--- src/rtl/mem_arbiter.sv ---
// rtl/mem_arbiter.sv - round-robin arbiter sharing a 1-cycle-latency RAM between fetch and data ports
module mem_arbiter #(
   parameter int ADDR_WIDTH = 32,
   parameter int CNT_WIDTH  = 32
) (
   input  logic                  clk,
   input  logic                  reset,
   input  logic                  i_req,
   input  logic [ADDR_WIDTH-1:0] i_addr,
   output logic                  i_gnt,
   output logic                  i_rvalid,
   output logic [31:0]           i_rdata,
   input  logic                  d_req,
   input  logic [ADDR_WIDTH-1:0] d_addr,
   input  logic [3:0]            d_wstrb,
   input  logic [31:0]           d_wdata,
   input  logic                  d_lock,
   output logic                  d_gnt,
   output logic                  d_rvalid,
   output logic [31:0]           d_rdata,
   output logic [ADDR_WIDTH-1:0] mem_addr,
   output logic [3:0]            mem_write,
   output logic [31:0]           mem_wdata,
   input  logic [31:0]           mem_rdata,
   output logic [CNT_WIDTH-1:0]  i_stall_cnt,
   output logic [CNT_WIDTH-1:0]  d_stall_cnt
);

   localparam logic OWN_I = 1'b0;
   localparam logic OWN_D = 1'b1;

   logic                 last_gnt_q, last_gnt_d;
   logic                 resp_pending_q, resp_pending_d;
   logic                 resp_owner_q, resp_owner_d;
   logic [CNT_WIDTH-1:0] i_stall_cnt_q, i_stall_cnt_d;
   logic [CNT_WIDTH-1:0] d_stall_cnt_q, d_stall_cnt_d;
   logic                 grant_i, grant_d;

   always_ff @(posedge clk) begin
      if (reset) begin
         last_gnt_q     <= OWN_D;
         resp_pending_q <= 1'b0;
         resp_owner_q   <= OWN_I;
         i_stall_cnt_q  <= '0;
         d_stall_cnt_q  <= '0;
      end else begin
         last_gnt_q     <= last_gnt_d;
         resp_pending_q <= resp_pending_d;
         resp_owner_q   <= resp_owner_d;
         i_stall_cnt_q  <= i_stall_cnt_d;
         d_stall_cnt_q  <= d_stall_cnt_d;
      end
   end

   // On conflict the lock only holds a grant D already owns; otherwise strict alternation.
   always_comb begin
      grant_i = 1'b0;
      grant_d = 1'b0;
      if (!reset) begin
         if (i_req && d_req) begin
            if (last_gnt_q == OWN_D && !d_lock) grant_i = 1'b1;
            else                                grant_d = 1'b1;
         end else begin
            grant_i = i_req;
            grant_d = d_req;
         end
      end
   end

   always_comb begin
      last_gnt_d     = last_gnt_q;
      resp_owner_d   = resp_owner_q;
      resp_pending_d = grant_i | grant_d;
      if (grant_i) begin
         last_gnt_d   = OWN_I;
         resp_owner_d = OWN_I;
      end else if (grant_d) begin
         last_gnt_d   = OWN_D;
         resp_owner_d = OWN_D;
      end

      i_stall_cnt_d = i_stall_cnt_q;
      if (i_req && !grant_i && !(&i_stall_cnt_q)) i_stall_cnt_d = i_stall_cnt_q + CNT_WIDTH'(1);
      d_stall_cnt_d = d_stall_cnt_q;
      if (d_req && !grant_d && !(&d_stall_cnt_q)) d_stall_cnt_d = d_stall_cnt_q + CNT_WIDTH'(1);
   end

   // Responses are suppressed during reset so an in-flight read is dropped.
   always_comb begin
      i_gnt       = grant_i;
      d_gnt       = grant_d;
      mem_addr    = grant_d ? d_addr : i_addr;
      mem_write   = grant_d ? d_wstrb : 4'b0000;
      mem_wdata   = d_wdata;
      i_rvalid    = resp_pending_q && (resp_owner_q == OWN_I) && !reset;
      d_rvalid    = resp_pending_q && (resp_owner_q == OWN_D) && !reset;
      i_rdata     = mem_rdata;
      d_rdata     = mem_rdata;
      i_stall_cnt = i_stall_cnt_q;
      d_stall_cnt = d_stall_cnt_q;
   end

endmodule

--- config.mk ---
export PLATFORM = sky130hd
export DESIGN_NAME = mem_arbiter
export DESIGN_NICKNAME = d
export VERILOG_FILES = /design/src/rtl/mem_arbiter.sv
export SDC_FILE = /design/constraint.sdc
export NUM_CORES = 1
export LEC_CHECK = 0
export ABC_AREA = 1
export CAP_MARGIN = 10
export CELL_PAD_IN_SITES_DETAIL_PLACEMENT = 2
export CELL_PAD_IN_SITES_GLOBAL_PLACEMENT = 2
export CORE_MARGIN = 3
export CORE_UTILIZATION = 17
export DETAILED_ROUTE_END_ITERATION = 8
export GPL_TIMING_DRIVEN = 0
export PLACE_DENSITY_LB_ADDON = 0.15
export SYNTH_ARGS = -nofsm -noshare
export SYNTH_HDL_FRONTEND = slang
export SYNTH_SLANG_ARGS = --single-unit
--- constraint.sdc ---
create_clock -name clk -period 2.1 [get_ports clk]
set_input_delay 0.21 -clock clk [delete_from_list [all_inputs] [get_ports clk]]
set_output_delay 0.21 -clock clk [all_outputs]
set_load 0.01 [all_outputs]
==> results.txt <==
initial antenna violation count: 0
leakage power: 3.599 nW
clock root cell: clkbuf_16
CTS tree: built
CP peak stage delay: 0.55 ns
cell mode on critical path: clkdlybuf4s50_1
Core Area: 29950 µm²
CP Capture Type: output port
Worst Setup Start Kind: input pin
period utilisation layout: 94.05%
Least-Margin Pin Slew: 0.6450 ns
clk slew on worst S/H paths: 0.06 ns
PortBufs: 271
fmax: 506.3 MHz
share of post-route cells with drive strength above 1: 14.73%
GRT Overall Usage: 14.99%
via count: 6572
PD cells: 431.4 nW/µm²
ANT nets after route: 0
total of max-cap violations: 0
Routability Congestion: 0.7581
hpwl dp: 21.15 mm
syn nets: 1039
clk_skew: 0.009612 ns
Most used DFF post-synth: dfxtp_1
clock sinks: 67
crit path DAT: 1.77 ns
post-synth top area share: 25.71%
Post-Synth Simple-Gate Area: 46.32%
Worst-Skew Late Latency: 0.35 ns
CTS Buffer Depth: 2
Slew headroom: 57.00%
Synth warnings: 0
grt total ovfl: 0
largest net degree at the start of global routing: 11
synth unique cells: 28
Data required, critical path: 1.89 ns
adder-cell share of the synthesized area: 0.4797%
Gate Count Post-Synth: 900
hold crit path type: in -> reg
largest family of logic cells by synthesized area: simple AND/OR/NAND/NOR gates
flops & latches, synth: 67
Worst VDD drop: 0.3018 mV
# diodes: 0
drt pass-1 iters: 4
CTS buffer count: 9
pre-CTS setup slack: -0.6004 ns
Post-Syn Area: 5216 µm²
vias per inst: 4.165
Max H-tree Level: 3
setup ws final: 0.1249 ns
Setup Viol. Count Final: 0
EDFF count, synth: 0
most frequent cell after synthesis: nand2_1
count of final max-slew check failures: 0
die width: 181.2 µm
setup TNS: 0 ns
Area Overhead vs Synth: 67.81%
DRT Wirelength: 25.36 mm
final hold violations: 0
Synth area leaders: dfxtp_1, nand2_1, nor2_1
DIE AREA: 32820 µm²
DR DRC count: 0
1st-iter DRT viols: 181
outcome: finished, final reports clean
Synth async-reset ratio: 0%
vias in the first global route: 7105
first-pass GRT wire length: 39.52 mm
syn_area_per_cell: 5.796 µm²
average wire per standard cell: 16.07 µm
Yosys top cell by area: dfxtp_1
Initial Util: 17.41%
RSZ-0062 raised after global routing: no
DIE HEIGHT: 181.2 µm
Worst Path Max Fanout: 10
setup slack, reg-to-reg: 0.19 ns
CP cell instances: clkdlybuf4s50_1 -> inv_1 -> nand3_1 -> nand3_2 -> inv_4 -> buf_6 -> clkdlybuf4s50_1
Crit Path Class: in -> out
register area share after synthesis: 25.71%
row count: 63
I/O pins: 337
post-synthesis mux area share: 0%
complex-gate fraction of the synthesized area: 6.165%
XOR/XNOR Fraction of Synth Area: 0.3358%
layout net count: 1323
minimum clock period after layout: 1.975 ns
most frequent cells after synthesis: nand2_1, nor2_1, buf_4, dfxtp_1, nand3_1
CP max stage cell: clkdlybuf4s50_1
## repair_timing
action | in CTS | in global routing
hold buffers | 0 | 0
gates cloned | 0 | 0
setup endpoints to repair | 37 | 27
pin swaps | 0 | 1
gates resized for setup | 54 | 11
setup buffers | 2 | 0
## final timing paths
check / startpoint / to / cells after the start
worst max register to register: i_stall_cnt[0]$_SDFFE_PP0P_ / i_stall_cnt[26]$_SDFFE_PP0P_ / 11
worst min-delay path: reset / d_stall_cnt[1]$_SDFFE_PP0P_ / 2
worst max-delay path: d_lock / d_gnt / 7
worst min register to register: resp_owner_q$_SDFFE_PP0N_ / resp_owner_q$_SDFFE_PP0N_ / 2
## cell families after synthesis
group | after synthesis
AND/OR/NAND/NOR | 593
buffers and inverters | 183
flip-flops | 67
AO/OA/AOI/OAI | 53
XOR/XNOR | 2
adder cells (fa/ha/maj) | 2
## per-layer routing
layer  up-vias  part of all wire (%)  global-route usage [%]
li1       3271                     -                       -
met3        14                   3.8                   3.100
met4         0                  0.72                   2.072
met5         -                     0                       0
met1      3158                    41                   17.50
met2       129                    54                   28.63
## placed cells by master (no fill, tap or decap), types with 2 or more instances in the layout
| cell | instances |
|---|---|
| nand2_1 | 298 |
| clkdlybuf4s50_1 | 234 |
| nor2_1 | 191 |
| buf_4 | 100 |
| nand3_1 | 63 |
| dfxtp_1 | 63 |
| inv_1 | 53 |
| dlygate4sd2_1 | 34 |
| a21oi_1 | 32 |
| a21oi_2 | 13 |
| buf_2 | 12 |
| nand4_1 | 10 |
| clkbuf_16 | 9 |
| buf_6 | 7 |
| nor2_2 | 7 |
| clkbuf_1 | 7 |
| and2_1 | 7 |
| nand2_2 | 5 |
| inv_2 | 4 |
| nand3b_1 | 4 |
| a31oi_1 | 4 |
| dfxtp_2 | 4 |
| clkbuf_8 | 3 |
| nor3_1 | 3 |
| o21ai_0 | 3 |
| nand3_2 | 2 |
| nor2_4 | 2 |
| ha_2 | 2 |
| dlymetal6s2s_1 | 2 |
## cell type report
cell class	instances	area [µm²]
Multi-Input combinational cell	650	2795
Fill cell	3676	21200
Buffer	125	918.4
Clock buffer	13	260.3
Tap cell	390	488.0
Inverter	58	220.2
Clock inverter	2	35.03
Timing Repair Buffer	273	2690
Sequential cell	67	1346
## critical path: cells and delay by family
kind | cells | cell delay, ns
buf+inv | 5 | 1.32
simple gates | 2 | 0.23
## power by group
group | total [mW] | internal, mW | switching, mW
Clock | 1.60 | 0.978 | 0.618
Combinational | 0.884 | 0.528 | 0.356
Sequential | 1.30 | 1.28 | 0.0124
Total | 3.78 | 2.79 | 0.986
## through the flow
stage	power, mW	area [µm²]	hold WS (ns)	std cells	utilization [%]
floorplan	1.705	5216	0.3786	900	-
global placement	2.235	8417	0.4655	1561	28.10
detailed placement	2.249	8417	0.4768	1561	28.10
CTS	3.886	8732	0.1715	1578	29.15
global route	3.987	8753	0.1915	1578	29.22
finish	3.776	8753	0.1802	1578	29.22
## flip-flops by register name (all words and copies together) (netlist names)
signal and count:
resp_owner_q 1, resp_pending_q 1, i_stall_cnt 32, d_stall_cnt 32, last_gnt_q 1
Power figures use the tool's default switching activity.
